File: src/rtl/neuron_pkg.sv
// Shared types and default widths for the neuron datapath blocks
// (feeder, accumulator, activation).
package neuron_pkg;

   localparam int NEURON_XW = 10;
   localparam int NEURON_WW = 10;
   localparam int NEURON_DW = 20;
   localparam int NEURON_BW = 8;
   localparam int NEURON_SW = 22;

   typedef enum logic [1:0] {
      ST_IDLE   = 2'd0,
      ST_CLR    = 2'd1,
      ST_STREAM = 2'd2,
      ST_DONE   = 2'd3
   } feeder_state_t;

   function automatic int max_w(input int a, input int b);
      return (a > b) ? a : b;
   endfunction

endpackage

File: src/rtl/neuron_feeder_if.sv
// Host-side operand write port and pass handshake of the neuron feeder.
interface neuron_feeder_if #(
   parameter int N_IN = 8,
   parameter int XW   = neuron_pkg::NEURON_XW,
   parameter int WW   = neuron_pkg::NEURON_WW
);
   localparam int AW = $clog2(N_IN);
   localparam int OW = neuron_pkg::max_w(XW, WW);

   logic          wr_en;
   logic          wr_sel;
   logic [AW-1:0] wr_addr;
   logic [OW-1:0] wr_data;
   logic          start;
   logic          busy;
   logic          done;

   modport master (
      output wr_en, wr_sel, wr_addr, wr_data, start,
      input  busy, done
   );

   modport slave (
      input  wr_en, wr_sel, wr_addr, wr_data, start,
      output busy, done
   );
endinterface

File: src/rtl/neuron_opmem.sv
// Dual-bank operand register file: bank 0 holds inputs, bank 1 weights.
// One write port, one combinational read port shared by both banks.
module neuron_opmem #(
   parameter int N_IN = 8,
   parameter int XW   = 10,
   parameter int WW   = 10,
   parameter int OW   = 10,
   parameter int AW   = $clog2(N_IN)
) (
   input  logic                 clk,
   input  logic                 rst,
   input  logic                 we,
   input  logic                 sel,
   input  logic [AW-1:0]        waddr,
   input  logic [OW-1:0]        wdata,
   input  logic [AW-1:0]        raddr,
   output logic signed [XW-1:0] x,
   output logic signed [WW-1:0] w
);

   logic signed [XW-1:0] xmem [N_IN];
   logic signed [WW-1:0] wmem [N_IN];

   always_ff @(posedge clk) begin
      if (!rst) begin
         for (int k = 0; k < N_IN; k++) begin
            xmem[k] <= '0;
            wmem[k] <= '0;
         end
      end else if (we) begin
         if (!sel) xmem[waddr] <= wdata[XW-1:0];
         else      wmem[waddr] <= wdata[WW-1:0];
      end
   end

   assign x = xmem[raddr];
   assign w = wmem[raddr];

endmodule

File: src/rtl/neuron_feeder.sv
// Operand sequencer: clears the accumulator, streams x[i]*w[i] one per cycle,
// then pulses done once the accumulator holds bias + sum.
//
//   state     | meaning
//   ----------+-------------------------------------------------------
//   ST_IDLE   | din=0, operand writes accepted, waiting for start
//   ST_CLR    | acc_rst=1 for one cycle, operand 0 read
//   ST_STREAM | N_IN cycles of registered products on din
//   ST_DONE   | din=0, done=1 for one cycle, then back to idle
module neuron_feeder
   import neuron_pkg::*;
#(
   parameter int N_IN = 8,
   parameter int XW   = NEURON_XW,
   parameter int WW   = NEURON_WW,
   parameter int DW   = NEURON_DW
) (
   input  logic                 clk,
   input  logic                 rst,
   neuron_feeder_if.slave       host,
   output logic                 acc_rst,
   output logic signed [DW-1:0] din,
   output logic                 din_valid
);

   localparam int AW = $clog2(N_IN);
   localparam int IW = AW + 1;
   localparam int OW = max_w(XW, WW);
   localparam int PW = XW + WW;
   localparam logic [IW-1:0] LAST = IW'(N_IN);

   feeder_state_t        state;
   logic [IW-1:0]        idx;
   logic signed [XW-1:0] x;
   logic signed [WW-1:0] w;
   logic signed [PW-1:0] prod;

   neuron_opmem #(
      .N_IN (N_IN),
      .XW   (XW),
      .WW   (WW),
      .OW   (OW),
      .AW   (AW)
   ) u_opmem (
      .clk   (clk),
      .rst   (rst),
      .we    (host.wr_en && (state == ST_IDLE)),
      .sel   (host.wr_sel),
      .waddr (host.wr_addr),
      .wdata (host.wr_data),
      .raddr (idx[AW-1:0]),
      .x     (x),
      .w     (w)
   );

   assign prod = x * w;

   always_ff @(posedge clk) begin
      if (!rst) begin
         state     <= ST_IDLE;
         idx       <= '0;
         din       <= '0;
         din_valid <= 1'b0;
         acc_rst   <= 1'b0;
         host.busy <= 1'b0;
         host.done <= 1'b0;
      end else begin
         case (state)
            ST_IDLE: begin
               din       <= '0;
               din_valid <= 1'b0;
               host.done <= 1'b0;
               acc_rst   <= 1'b0;
               if (host.start) begin
                  state     <= ST_CLR;
                  acc_rst   <= 1'b1;
                  host.busy <= 1'b1;
                  idx       <= '0;
               end
            end
            ST_CLR: begin
               acc_rst   <= 1'b0;
               din       <= DW'(prod);
               din_valid <= 1'b1;
               idx       <= idx + IW'(1);
               state     <= ST_STREAM;
            end
            ST_STREAM: begin
               // idx runs one ahead of the product on din
               if (idx == LAST) begin
                  din       <= '0;
                  din_valid <= 1'b0;
                  host.done <= 1'b1;
                  state     <= ST_DONE;
               end else begin
                  din <= DW'(prod);
                  idx <= idx + IW'(1);
               end
            end
            ST_DONE: begin
               host.done <= 1'b0;
               host.busy <= 1'b0;
               state     <= ST_IDLE;
            end
            default: state <= ST_IDLE;
         endcase
      end
   end

endmodule

File: src/flat_wrapper.sv
// flat-port wrapper written by rule: the top's interface ports become plain ports
module neuron_feeder_flat import neuron_pkg::*;
#(
   parameter int N_IN = 8,
   parameter int XW   = NEURON_XW,
   parameter int WW   = NEURON_WW,
   parameter int DW   = NEURON_DW
)
  (clk, rst, acc_rst, din, din_valid, host_wr_en, host_wr_sel, host_wr_addr, host_wr_data, host_start, host_busy, host_done);
  neuron_feeder_if #(.N_IN(N_IN), .XW(XW), .WW(WW)) host_i ();
  input  logic clk;
  input  logic rst;
  output logic acc_rst;
  output logic signed [DW-1:0] din;
  output logic din_valid;
  input wire logic [$bits(host_i.wr_en)-1:0] host_wr_en;
  input wire logic [$bits(host_i.wr_sel)-1:0] host_wr_sel;
  input wire logic [$bits(host_i.wr_addr)-1:0] host_wr_addr;
  input wire logic [$bits(host_i.wr_data)-1:0] host_wr_data;
  input wire logic [$bits(host_i.start)-1:0] host_start;
  output wire logic [$bits(host_i.busy)-1:0] host_busy;
  output wire logic [$bits(host_i.done)-1:0] host_done;
  assign host_i.wr_en = host_wr_en;
  assign host_i.wr_sel = host_wr_sel;
  assign host_i.wr_addr = host_wr_addr;
  assign host_i.wr_data = host_wr_data;
  assign host_i.start = host_start;
  assign host_busy = host_i.busy;
  assign host_done = host_i.done;
  neuron_feeder #(.N_IN(N_IN), .XW(XW), .WW(WW), .DW(DW)) u_core (.clk(clk), .rst(rst), .host(host_i), .acc_rst(acc_rst), .din(din), .din_valid(din_valid));
endmodule
File: config.mk
export PLATFORM = sky130hd
export DESIGN_NAME = neuron_feeder_flat
export DESIGN_NICKNAME = d
export VERILOG_FILES = /design/src/rtl/neuron_pkg.sv /design/src/rtl/neuron_feeder_if.sv /design/src/rtl/neuron_opmem.sv /design/src/rtl/neuron_feeder.sv /design/src/flat_wrapper.sv
export SDC_FILE = /design/constraint.sdc
export NUM_CORES = 1
export LEC_CHECK = 0
export ABC_AREA = 1
export CAP_MARGIN = 20
export CORE_MARGIN = 2
export CORE_UTILIZATION = 63
export CTS_BUF_LIST = sky130_fd_sc_hd__clkbuf_16
export DETAILED_ROUTE_END_ITERATION = 12
export PLACE_DENSITY = 0.92
export SETUP_SLACK_MARGIN = 0.4
export SKIP_CTS_REPAIR_TIMING = 1
export SYNTH_ARGS = -nofsm -noshare
export SYNTH_HDL_FRONTEND = slang
export SYNTH_SLANG_ARGS = --single-unit
File: constraint.sdc
create_clock -name clk -period 7.3 [get_ports clk]
set_clock_uncertainty 0.1 [all_clocks]
set_input_delay 1.46 -clock clk [delete_from_list [all_inputs] [get_ports clk]]
set_output_delay 1.46 -clock clk [all_outputs]
set_load 0.02 [all_outputs]
==> metrics.md <==
| Metric | Value |
|---|---|
| Reg2reg setup slack | 0.70 ns |
| CTS H-tree depth | 4 |
| Reg area | 0.00547 mm² |
| Clk slew on worst S/H paths | 0.09 ns |
| CTS tree | built |
| Share of layout cells above drive strength 1 | 0.0573 |
| I/O Buffers | 41 |
| Final Hold Vio Count | 0 |
| Worst reg2reg path endpoint | u_core.din[19] |
| Mapped Area | 0.0128 mm² |
| Die Footprint | 0.0215 mm² |
| CP bufs+invs | 5 |
| Critical path required time | 7.52 ns |
| I/O pin count | 42 |
| Vias in the first global route | 10500 |
| Synth cell types | 43 |
| Slew HR | 0.309 |
| Hpwl dp | 22000 µm |
| CTS root buf | clkbuf_16 |
| Final Cell Area | 0.0139 mm² |
| All-Layer GR Usage | 0.303 |
| Die height | 147 µm |
| Synth warn | 0 |
| First-pass GRT wire length | 50800 µm |
| Final ANT Viol Nets | 0 |
| Multiplexer area fraction after synthesis | 0.00331 |
| Largest family of logic cells by synthesized area | adder cells |
| Final Critical Period | 6.60 ns |
| Status | complete, no violations |
| Multi-input gate area | 0.00618 mm² |
| Core area | 0.0201 mm² |
| Largest net degree at the start of global routing | 79 |
| Post-Synth Adder-Cell Area | 0.196 |
| Maxcap violations | 0 |
| Routability Congestion | 0.936 |
| Tcrit/Tclk final | 0.904 |
| Routed WL | 31500 µm |
| 1st-iter DRT viols | 1152 |
| Delay-heaviest family, CP | adder cells |
| Area growth, synth to finish | 8.13% |
| Ant. Diodes | 0 |
| Clk sinks | 193 |
| Die X | 147 µm |
| Vias | 10100 |
| WL per Instance | 18.4 µm |
| Most frequent CP cell | fa_1 |
| Setup TNS | 0 ns |
| Final Util | 0.691 |
| CP max-delay cell | fa_1 |
| CP startpoint kind | flip-flop |
| Clock Tree Buf Depth | 2 |
| Crit path max fanout | 78 |
| Hold path cells | 2 |
| Hold Crit Endpoint | u_core.din[19] |
| Fillers | 1423 |
| Mapped Cells | 1434 |
| Grt ovf | 0 |
| Compound-Gate Fraction of Synth Area | 0.0874 |
| Worst Setup End Kind | flip-flop |
| Post-synthesis simple-gate area fraction | 0.192 |
| Initial antenna violation count | 0 |
| DP Area | 0.0133 mm² |
| # rows | 52 |
| DRT Pass-1 Iters | 6 |
| Clock insertion delay at the later pin of the skew report | 0.46 ns |
| CTS Buf Count | 17 |
| Drc violations | 0 |
| Nets | 1600 |
| R2R depth | 23 |
| Post-Synth XOR/XNOR Area | 0.00136 |
| Crit-path cells | inv_8 -> nor2_1 -> o32ai_1 -> inv_1 -> o21ai_4 -> nand2_1 -> fa_1 -> inv_1 -> fa_1 -> inv_1 -> fa_1 -> fa_1 -> fa_1 -> inv_1 -> ha_1 -> nand2_1 -> a21oi_1 -> nor2_1 -> nand2_1 -> a21oi_1 -> nand3_1 -> nand3_1 -> a21oi_1 |
| Syn Area/Cell | 8.96 µm² |
| Critical path class | reg -> reg |
| Setup repair after global routing missed its margin | no |
| Synthesis-stage register bit count | 193 |
| Starting density of the core | 0.639 |
| Vias/cell | 5.88 |
| Upper clock frequency limit | 0.151 GHz |
| Synth area leaders | edfxtp_1 37%, fa_1 14%, nor2_1 11% |
| Area leader, netlist | edfxtp_1 |
| Commonest non-fill, non-tap cells in the layout | 366 x nor2_1, 208 x nand2_1, 205 x inv_1 |
| Critical path arrival | 6.82 ns |
| Commonest non-fill, non-tap cell in the layout | nor2_1 |
| Sequential element share of the synthesized area | 0.426 |
| HP Class | reg -> reg |
| Max Transition Viols Final | 0 |
| Synthesized net count | 1599 |
| Crit-path max cell delay | 0.77 ns |
| Slew @ Worst Pin | 1.04 ns |
| Hold Startpoint | u_core.din[19] |
| Setup-failing EPs final | 0 |
| Yosys top cell area share | 0.374 |
## registers in the layout, indices dropped and copies added (netlist names), named ones only
register	count
u_core.u_opmem.xmem	80
u_core.host.done	1
u_core.state	2
u_core.din_valid	1
u_core.idx	4
u_core.u_opmem.wmem	80
u_core.acc_rst	1
u_core.host.busy	1
u_core.din	20
## metrics by stage
stage | setup WS (ns) | instances | hold slack [ns]
floorplan | 1.85 | 1434 | 0.383
global placement | 0.925 | 1686 | 0.339
detailed placement | 0.752 | 1686 | 0.348
CTS | 0.688 | 1718 | 0.361
global route | 0.415 | 1718 | 0.383
finish | 0.699 | 1718 | 0.360
## worst reg2reg max path, delay by kind of cell, from the launching register on
kind,cells,cell delay (ns)
AOI/OAI and AO/OA,5,1.02
buffers and inverters,5,0.79
DFF,1,0.47
adders and majority gates,6,3.11
and+or+nand+nor,7,0.97
## how the worst max path moves through the flow
| stage | start | to | slack (ns) | cells past startpoint |
|---|---|---|---|---|
| after floorplan | flip-flop | u_core.din[13] | 1.85 | 28 |
| after global placement | flip-flop | u_core.din[19] | 0.92 | 22 |
| after detailed placement | flip-flop | u_core.din[19] | 0.75 | 22 |
| after CTS | flip-flop | u_core.din[19] | 0.69 | 22 |
| after global routing | flip-flop | u_core.din[19] | 0.42 | 23 |
| final | flip-flop | u_core.din[19] | 0.70 | 23 |
## kinds of logic (layout without fill, tap and decap cells)
logic type      count (synthesis)  after routing
mux                             3              3
flops                         193            193
buf+inv                       285            299
compound gates                174            174
simple gates                  630            630
fa+ha+maj                     147            147
xor+xnor                        2              2
## layout make-up
cell class / instances / area share
Clock buffer: 17 / 0.0306
Clock inverter: 15 / 0.0138
Inverter: 222 / 0.0607
Multi-Input combinational cell: 956 / 0.445
Sequential cell: 193 / 0.394
Tap cell: 270 / 0.0243
Timing Repair Buffer: 45 / 0.0317
## synth_stat cells (all sizes together)
master	count
inv	221
mux2i	3
fa	91
nor2	367
nand4	6
nand2	212
buf	29
clkinv	1
a21o	1
nand3	23
nor3	11
clkbuf	34
dfxtp	33
nand3b	4
o21a	1
a211oi	2
o22ai	2
xnor2	1
ha	56
o211ai	1
edfxtp	160
a21oi	49
or2	6
o21ai	84
nor4	1
o32ai	34
xor2	1
## routing by layer
layer | wire length, µm | track usage
met5 | 0 | 0
met4 | 1370 | 0.147
met3 | 2710 | 0.0553
met2 | 16000 | 0.529
met1 | 11500 | 0.366
Power is not shown: default switching activity piles up to over one toggle a cycle in this logic, so the estimate is an artifact.
